$ cat src/rtl/pipe_pkg.sv
// Shared definitions for the ID->EX pipeline stage.
// Default widths, NOP encodings and the packed decode payload.
package pipe_pkg;

  localparam int DATA_W_DEF      = 32;
  localparam int ADDR_W_DEF      = 5;
  localparam int OP_W_DEF        = 8;
  localparam int SEL_W_DEF       = 3;
  localparam int STALL_CNT_W_DEF = 16;

  localparam int ALU_SEL_NOP = 0;
  localparam int ALU_OP_NOP  = 0;

  typedef struct packed {
    logic [SEL_W_DEF-1:0]  sel;
    logic [OP_W_DEF-1:0]   op;
    logic [DATA_W_DEF-1:0] src1;
    logic [DATA_W_DEF-1:0] src2;
    logic [ADDR_W_DEF-1:0] waddr;
    logic                  wen;
  } pipe_payload_t;

endpackage

$ cat src/rtl/pipe_skid_buf.sv
// Two-entry valid/ready buffer: main entry drives the output,
// skid entry absorbs one beat so in_ready never depends on out_ready.
import pipe_pkg::*;

module pipe_skid_buf #(
  parameter int W = 8
) (
  input  logic         clk,
  input  logic         reset,
  input  logic         flush,
  input  logic         in_valid,
  output logic         in_ready,
  input  logic [W-1:0] in_data,
  output logic         out_valid,
  input  logic         out_ready,
  output logic [W-1:0] out_data
);

  logic         r_main_valid;
  logic         r_skid_valid;
  logic [W-1:0] r_main_data;
  logic [W-1:0] r_skid_data;
  logic         w_accept;
  logic         w_deliver;

  // Only state and reset feed in_ready; out_ready never does.
  assign in_ready  = ~r_skid_valid & ~reset;
  assign w_accept  = in_valid & in_ready;
  assign w_deliver = r_main_valid & out_ready;
  assign out_valid = r_main_valid;
  assign out_data  = r_main_data;

  always_ff @(posedge clk) begin
    if (reset || flush) begin
      r_main_valid <= 1'b0;
      r_skid_valid <= 1'b0;
      r_main_data  <= '0;
      r_skid_data  <= '0;
    end else if (!r_main_valid) begin
      if (w_accept) begin
        r_main_valid <= 1'b1;
        r_main_data  <= in_data;
      end
    end else if (w_deliver) begin
      if (r_skid_valid) begin
        r_main_data  <= r_skid_data;
        r_skid_valid <= 1'b0;
        r_skid_data  <= '0;
      end else if (w_accept) begin
        r_main_data  <= in_data;
      end else begin
        r_main_valid <= 1'b0;
        r_main_data  <= '0;
      end
    end else if (w_accept) begin
      r_skid_valid <= 1'b1;
      r_skid_data  <= in_data;
    end
  end

endmodule

$ cat src/rtl/pipe_decode_stage.sv
// ID->EX pipeline register with handshake, flush-to-bubble
// and a saturating stall counter.
import pipe_pkg::*;

module pipe_decode_stage #(
  parameter int DATA_W      = DATA_W_DEF,
  parameter int ADDR_W      = ADDR_W_DEF,
  parameter int OP_W        = OP_W_DEF,
  parameter int SEL_W       = SEL_W_DEF,
  parameter int STALL_CNT_W = STALL_CNT_W_DEF
) (
  input  logic                   clk,
  input  logic                   reset,
  input  logic                   flush,
  input  logic                   in_valid,
  output logic                   in_ready,
  input  logic [SEL_W-1:0]       alu_sel,
  input  logic [OP_W-1:0]        alu_op,
  input  logic [DATA_W-1:0]      src_data1,
  input  logic [DATA_W-1:0]      src_data2,
  input  logic [ADDR_W-1:0]      wr_addr,
  input  logic                   wr_en,
  output logic                   out_valid,
  input  logic                   out_ready,
  output logic [SEL_W-1:0]       pipe_alu_sel,
  output logic [OP_W-1:0]        pipe_alu_op,
  output logic [DATA_W-1:0]      pipe_src_data1,
  output logic [DATA_W-1:0]      pipe_src_data2,
  output logic [ADDR_W-1:0]      pipe_wr_addr,
  output logic                   pipe_wr_en,
  output logic [STALL_CNT_W-1:0] stall_cnt
);

  typedef struct packed {
    logic [SEL_W-1:0]  sel;
    logic [OP_W-1:0]   op;
    logic [DATA_W-1:0] src1;
    logic [DATA_W-1:0] src2;
    logic [ADDR_W-1:0] waddr;
    logic              wen;
  } pay_t;

  localparam int PW = $bits(pay_t);

  pay_t                   w_in;
  pay_t                   w_out;
  logic [PW-1:0]          w_out_bits;
  logic [STALL_CNT_W-1:0] r_stall_cnt;

  assign w_in  = '{sel: alu_sel, op: alu_op, src1: src_data1,
                   src2: src_data2, waddr: wr_addr, wen: wr_en};
  assign w_out = pay_t'(w_out_bits);

  pipe_skid_buf #(.W(PW)) u_buf (
    .clk       (clk),
    .reset     (reset),
    .flush     (flush),
    .in_valid  (in_valid),
    .in_ready  (in_ready),
    .in_data   (w_in),
    .out_valid (out_valid),
    .out_ready (out_ready),
    .out_data  (w_out_bits)
  );

  // A bubble must never look like a live ALU op or a register write.
  assign pipe_alu_sel   = out_valid ? w_out.sel : SEL_W'(ALU_SEL_NOP);
  assign pipe_alu_op    = out_valid ? w_out.op : OP_W'(ALU_OP_NOP);
  assign pipe_src_data1 = w_out.src1;
  assign pipe_src_data2 = w_out.src2;
  assign pipe_wr_addr   = w_out.waddr;
  assign pipe_wr_en     = w_out.wen & out_valid;
  assign stall_cnt      = r_stall_cnt;

  always_ff @(posedge clk) begin
    if (reset) begin
      r_stall_cnt <= '0;
    end else if (out_valid && !out_ready && !(&r_stall_cnt)) begin
      r_stall_cnt <= r_stall_cnt + 1'b1;
    end
  end

endmodule
$ cat config.mk
export PLATFORM = sky130hd
export DESIGN_NAME = pipe_decode_stage
export DESIGN_NICKNAME = d
export VERILOG_FILES = /design/src/rtl/pipe_pkg.sv /design/src/rtl/pipe_skid_buf.sv /design/src/rtl/pipe_decode_stage.sv
export SDC_FILE = /design/constraint.sdc
export NUM_CORES = 1
export LEC_CHECK = 0
export CORE_UTILIZATION = 58
export CTS_CLUSTER_SIZE = 12
export DETAILED_ROUTE_END_ITERATION = 12
export DONT_BUFFER_PORTS = 1
export HOLD_SLACK_MARGIN = 0.15
export PLACE_DENSITY = 0.76
export SYNTH_ARGS = -nofsm -noshare
export SYNTH_HDL_FRONTEND = slang
export SYNTH_HIERARCHICAL = 1
export SYNTH_SLANG_ARGS = --single-unit
$ cat constraint.sdc
create_clock -name clk -period 1.7 [get_ports clk]
set_input_delay 0.17 -clock clk [delete_from_list [all_inputs] [get_ports clk]]
set_output_delay 0.17 -clock clk [all_outputs]
set_load 0.03 [all_outputs]
Word level (Yosys, flattened, before mapping). Index checks and enable logic that the tools add are counted. Widths: inputs -> output; s select.

Bits in writable memories: 0. Output and inout bits: 99. Memory bits (read-only): 0. Register bits: 180. Latch bits: 0. Memories: 0. Input port bits: 86.

Equality and inequality tests: 2. Add/subtract/negate cells: 1. Bitwise logic cells: 6. Multipliers: 0. Order comparisons: 0. Divide/modulo/power cells: 0. Shifts and indexed selects: 0. Reduce and logical (&&, ||, !) cells: 11. Multiplexer cells: 15.

Operators by type and width (number): $mux 81 (7); $add 16x1->16 const B (1); $reduce_and 16->1 (1); $mux 8 (1); $mux 1 (6); $and 1x1->1 (4); $reduce_and 2->1 (2); $reduce_bool 2->1 (2); $mux 3 (1); $reduce_and 3->1 (1); $logic_and 1x1->1 (2); $logic_not 1->1 (2); $ne 2x1->1 const B (1); $ne 2x2->1 const B (1); $not 1->1 (2); $logic_or 1x1->1 (1).

Longest topological paths before layout. Gate-level depths: netlist (run 1).

Word-level depth: 7. Mapped depth: 6. Mapped depth without buffers: 5.

By module. The synthesis (run 1) kept the hierarchy.

Modules (own cells, without submodules): pipe_skid_buf (cells each 768, sequential area each 3283.1 sq um, area an instance 7788.7 sq um, instances 1); pipe_decode_stage (cells each 110, sequential area each 320.3 sq um, area an instance 899.6 sq um, instances 1).

Worst setup path after synthesis (run 1). OpenSTA, ideal clock, no wires.

Kind: reg-to-reg. From: reg r_stall_cnt[0], in the netlist stall_cnt[0]. To: reg r_stall_cnt[10], in the netlist stall_cnt[10]. Stages on the path, launching flop included: 6. Buffers on the path: 0. Arrival time: 2001 ps. Library setup time: 70 ps. Path slack: -372 ps. Cell sequence: dfxtp_1 > ha_1 > nand3b_1 > or3_1 > or4_1 > a21oi_1.

Word-level cells in the longest chain between the ends: 3. Elaborated cells between the ends (all ways): 4. Classes of those cells: 1 x add/sub; 3 x reduce/logical.

RTL lines: from (decl) (line pipe_decode_stage.sv:48) `logic [STALL_CNT_W-1:0] r_stall_cnt;`; from (signal assigned) (line pipe_decode_stage.sv:79) `r_stall_cnt <= r_stall_cnt + 1'b1;`; branches (longest 3 deep; another with $add 16x1->16).

Several ways; the timed one is not identified. A chain may end at the register's enable or synchronous reset.

Worst setup path after layout (run 1).
From: reg r_stall_cnt[4], in the netlist stall_cnt[4]. To: reg r_stall_cnt[10], in the netlist stall_cnt[10].

The elaborated chain is that of the path after synthesis.

==> run metrics, run 1 <==
failing checks hold timing, setup timing; Max Cap Violations 0; Via density 6.74; Worst R2R Start stall_cnt[4]$_SDFFE_PP0P_; drt pass-1 iters 5; status finished with violations; I/O pin count 185; cts hold-fix bufs 109; num rows 44; critical path class reg2reg; Hold Worst Slack -183 ps; arrival time worst endpoint 2120 ps; vias in the first global route 7745; global route overflow 0; Final setup viols 2; Worst Setup End Kind flop; worst min-delay path category in2reg; first-pass GRT wire length 41000 um; most common cell in the netlist dfxtp_1; Netlist Area Pre-Place 8690 um2; Commonest cells post-synth dfxtp_1, o221a_2, inv_1, nor2b_1, a211oi_1; synth warn 6; RSZ-0062 raised after global routing true; worst-margin pin slew 524 ps; multi-input logic area 4390 um2; post-synthesis sequential area ratio 41.5%; Mapped Cells 878; clk sinks 180; Initial Util 59.6%; # diodes 0; area leader, netlist dfxtp_1; Async S/R FF share, synth 0%; Synth Area per Inst 9.90 um2; Worst-path clk slew 70 ps; total CTS buffers 17; antenna-violating nets left 0; Final GP Congestion 0.854; layout cell share with drive strength beyond 1 24.6%; die area 15500 um2; Static Leak 3.97 nW; DP Worst Slack -48.7 ps; number of fill cells in the layout 965; Layout Nets 1050; IO Port Bufs 0; Clock Tree Buf Depth 2; fmax 563 MHz; clock latency at the later pin of the worst-skew pair 420 ps; count of final max-slew check failures 0; Worst Skew 9.25 ps; Worst Setup SP stall_cnt[4]$_SDFFE_PP0P_; Post-synth EDFFs 0; Reg area 3660 um2; largest net degree at the start of global routing 96; non-filler cells, final 1160; peak supply drop 0.000736 V; core footprint 14600 um2; Yosys cell types 46; Placed Area 9090 um2; Residual DRC 0; largest cells by area after synthesis dfxtp_1, o221a_2, o221a_1; Max transition margin 64.8%; Yosys reg bits 180; Power per Cell Area 901 nW/um2; top cell type's share of synthesized area 41.5%; startpoint types flop; post-layout min period 1770 ps; CP Data Required Time 2040 ps; hold_sp reset; Final Hold Viols 14; htree depth 4; Die Height 124 um; Power, Total 9.97 mW; vias 7819; initial DRC count 989; DPL Wire Length 14100 um; DIE WIDTH 124 um; Setup WS post-layout -74.7 ps; Primary FF master, synth dfxtp_1; Area Growth Syn to Fin 27.4%; CTS tree yes; initial antenna violation count 0; Total Wirelength 26900 um; gr usage total 32.2%; clk root buf clkbuf_16; CP Max Fanout 5; fin area 11100 um2; DR WL/cell 23.2 um; syn nets 965; final worst-path cycle share 104%; placed cell count 1011
[power by group]
| part | switching [mW] | internal (mW) |
|---|---|---|
| Combinational | 0.604 | 0.578 |
| Sequential | 0.268 | 4.32 |
| Clock | 1.74 | 2.46 |
[cells by family after synthesis]
group / after synthesis / share of synthesized area [%]
AOI/OAI and AO/OA: 357 / 37.5
and+or+nand+nor: 149 / 10.7
buffers and inverters: 188 / 9.82
muxes: 3 / 0.360
adders and majority gates: 1 / 0.144
DFF: 180 / 41.5
[critical path, cell delays in order, from the launching register on]
cell	delay, ps
dfxtp_4	350
nand4_1	140
buf_4	200
or3_4	360
or4_4	510
a21oi_2	160
[final cells by class]
class                           count  share of cell area, %
Multi-Input combinational cell    511                   39.7
Clock buffer                       19                   4.19
Inverter                           85                   2.88
Timing Repair Buffer              168                   16.6
Clock inverter                     13                   1.53
Tap cell                          184                   2.08
Sequential cell                   180                   33.0
[cells in the final DEF, fill, tap and decap left out, types with 6 or more instances in the layout]
cell type,Yosys,routed
a21boi_1,76,76
buf_12,0,14
o31ai_1,6,6
nand2_1,7,7
o221a_1,74,74
dfxtp_4,0,12
dfxtp_1,180,162
inv_1,85,84
buf_4,8,34
o221a_2,88,88
buf_6,10,6
nand4_1,6,6
a211oi_1,82,79
a21oi_1,13,11
nor2b_1,83,83
dfxtp_2,0,6
clkbuf_16,0,22
and2_2,0,11
dlygate4sd3_1,0,108
o21ai_0,7,7
[path summary, 6_finish.rpt]
| check | endpoint | slack, ps | cells after the start |
|---|---|---|---|
| setup / recovery | stall_cnt[10]$_SDFFE_PP0P_ | -70 | 5 |
| hold / removal | stall_cnt[10]$_SDFFE_PP0P_ | -180 | 1 |
| setup reg to reg | stall_cnt[10]$_SDFFE_PP0P_ | -70 | 5 |
| hold reg to reg | u_buf/r_skid_data[29]$_SDFFE_PP0P_ | 540 | 1 |
[per-layer routing]
layer / GRT usage [%] / vias to the layer above / part of all wire, %
met5: 0 / - / 0
met4: 10.6 / 0 / 2.3
met3: 7.60 / 48 / 8.6
met2: 52.6 / 423 / 48
met1: 41.8 / 3855 / 41
li1: - / 3493 / -
[flip-flops by register name, summed over array words and instances (netlist names)]
signal,flops
u_buf/out_data,81
u_buf/r_skid_data,81
stall_cnt,16
u_buf/out_valid,1
u_buf/r_skid_valid,1
[repair_timing]
action | CTS | global route
cloned | 0 | 6
endpoints found under the hold margin | 180 | 14
endpoints found under the setup margin | 15 | 74
setup buffers | 2 | 0
gates resized for setup | 16 | 16
pin swaps | 0 | 4
[stage by stage]
stage	hold WS, ps	TNS, ps	utilization, %
floorplan	328	-300	-
global placement	242	0	62.3
detailed placement	243	-52.6	62.3
CTS	-204	-52.5	74.6
global route	-201	-392	75.9
finish	-183	-88.3	75.9
No activity file was read; power rests on OpenSTA's default activity.
==> run 2, diff against run 1 <==
CTS_CLUSTER_DIAMETER = 120   (was unset)
==> results of run 2 <==
The final DEF is identical to that of run 1; final timing and power are the same.
==> run 3, diff against run 2 <==
CAP_MARGIN = 40   (was unset)
CORE_UTILIZATION = 30   (was 58)
PLACE_DENSITY = unset   (was 0.76)
SYNTH_HIERARCHICAL = unset   (was 1)
==> run 3 against run 2 <==
The flow finishes with violations (DRC); clock skew about the same; total power down 3.4%; synthesized cell count up 5.6%.
==> run metrics, run 3 <==
Final GP Congestion 0.739; worst min-delay path category in2reg; Reg area 3630 um2; critical path class reg2reg; clk sinks 180; CTS tree yes; CP Data Required Time 2060 ps; failing checks DRC; clock latency at the later pin of the worst-skew pair 430 ps; number of fill cells in the layout 2600; I/O pin count 185; num rows 59; Async S/R FF share, synth 0%; Netlist Area Pre-Place 8030 um2; most common cell in the netlist dfxtp_1; vias in the first global route 6401; synth warn 0; initial antenna violation count 1; largest net degree at the start of global routing 65; arrival time worst endpoint 2030 ps; gr busiest metal met2; Mapped Cells 927; CP cell instances buf_4, nand4_1, or4_4, or3_1, a21oi_2; hold_sp out_ready; DP Worst Slack -35.0 ps; top cell type's share of synthesized area 44.9%; Total Wirelength 22400 um; Slowest-stage cell, CP or4_4; antenna-violating nets left 0; largest cells by area after synthesis dfxtp_1, a221oi_1, a21oi_2; RSZ-0062 raised after global routing true; status finished with violations; Worst Setup SP stall_cnt[0]$_SDFFE_PP0P_; DPL Wire Length 13600 um; Via density 5.09; post-layout min period 1660 ps; clk root buf clkbuf_16; Final setup viols 0; Yosys reg bits 180; IO Port Bufs 0; Die Height 166 um; Area Growth Syn to Fin 23.8%; Max transition margin 48.6%; worst-margin pin slew 769 ps; CP Max Fanout 6; drt pass-1 iters 9; htree depth 4; Final Hold Viols 0; global route overflow 0; total CTS buffers 17; placed cell count 1180; Worst-path clk slew 70 ps; Worst Setup End Kind flop; area leader, netlist dfxtp_1; Power per Cell Area 970 nW/um2; layout cell share with drive strength beyond 1 25.0%; initial DRC count 527; fmax 601 MHz; M2 GR Usage 25.9%; Primary FF master, synth dfxtp_1; Static Leak 3.39 nW; Yosys cell types 43; peak supply drop 0.000510 V; syn nets 1014; DIE WIDTH 166 um; Worst R2R Start stall_cnt[0]$_SDFFE_PP0P_; critical path's largest stage delay 540 ps; most common cell after layout, fill and taps aside nor2_1; core footprint 26100 um2; crit path buf inv count 1; Worst Skew 9.40 ps; Initial Util 30.7%; met3 usage 4.70%; Clock Tree Buf Depth 2; DR WL/cell 17.1 um; GR Util met1 19.8%; Synth Area per Inst 8.66 um2; Layout Nets 1047; gr usage total 15.9%; final worst-path cycle share 97.9%; count of final max-slew check failures 0; post-synthesis sequential area ratio 44.9%; critical path's top delay family simple AND/OR/NAND/NOR gates; Post-synth EDFFs 0; multi-input logic area 3620 um2; startpoint types flop; Residual DRC 31; vias 6667; non-filler cells, final 1309; most frequent cells in the layout nor2_1, dfxtp_1, nand2_1, dlygate4sd3_1, nor3_1; Max Cap Violations 0; die area 27400 um2; Commonest cells post-synth dfxtp_1, nor2_1, nand2_1, nor3_1, a221oi_1; Setup WS post-layout 35.1 ps; first-pass GRT wire length 34000 um
==> run 3: cell count changes in the layout (fill, tap and decap cells not counted), sizes merged, moves of 81 or more <==
cell	change
nor3	+81
a221oi	+81
nand2	+81
nor2	+164
o221a	-162
a211oi	-81
==> run 3: what timing repair did <==
item | CTS | global route
endpoints found under the setup margin | 21 | 108
setup buffers | 0 | 7
hold endpoints to repair | 180 | 0
pin swaps | 2 | 4
gates cloned | 0 | 5
resized for setup | 15 | 25
hold buffers | 84 | 0
==> run 3: report_power, final <==
| group | internal (mW) | switching [mW] | total, mW |
|---|---|---|---|
| Sequential | 4.31 | 0.201 | 4.51 |
| Combinational | 0.421 | 0.548 | 0.970 |
| Clock | 2.35 | 1.81 | 4.16 |
| Total | 7.08 | 2.56 | 9.64 |
==> run 3: path summary, 6_finish.rpt <==
| check | endpoint | slack (ps) | cells past startpoint |
|---|---|---|---|
| worst max-delay path | stall_cnt[13]$_SDFFE_PP0P_ | 40 | 5 |
| worst max register to register | stall_cnt[13]$_SDFFE_PP0P_ | 40 | 5 |
| worst min-delay path | stall_cnt[7]$_SDFFE_PP0P_ | 170 | 4 |
| worst min register to register | u_buf.r_skid_data[80]$_SDFFE_PP0P_ | 490 | 2 |
==> run 3: layer usage <==
layer	up-vias	part of all wire (%)
met1	3194	44
met4	0	1.2
met5	-	0
met3	16	7.4
met2	204	47
li1	3253	-
==> run 3: worst register-to-register path: stages, from the launching register on <==
cell and delay, ps:
dfxtp_2 340, buf_4 130, nand4_1 140, or4_4 540
or3_1 330, a21oi_2 110
==> run 3: kinds of logic (layout without fill, tap and decap cells) <==
logic type	after synthesis	after routing	share of synthesized area, %
and+or+nand+nor	397	397	21.9
AOI/OAI and AO/OA	195	195	20.3
DFF	180	180	44.9
buffers and inverters	151	197	12.3
muxes	3	3	0.421
adders and majority gates	1	1	0.156
other	0	1	0
==> run 3: final cells by class <==
class	count	area share [%]
Sequential cell	180	36.5
Multi-Input combinational cell	596	36.4
Timing Repair Buffer	160	16.6
Clock buffer	19	4.36
Tap cell	335	4.22
Clock inverter	13	1.76
Inverter	5	0.189
Antenna cell	1	0.0252
==> run 3: through the flow <==
step / hold slack (ps) / area, um2 / power, mW / TNS [ps] / util (%)
after floorplan: 309 / 8060 / 5.23 / -1450 / -
after global routing: 170 / 9940 / 10.0 / -66.9 / 38.0
final: 167 / 9940 / 9.64 / 0 / 38.0
after detailed placement: 239 / 8160 / 5.32 / -74.2 / 31.2
after CTS: 152 / 9640 / 9.70 / 0 / 36.9
after global placement: 236 / 8160 / 5.31 / -55.2 / 31.2
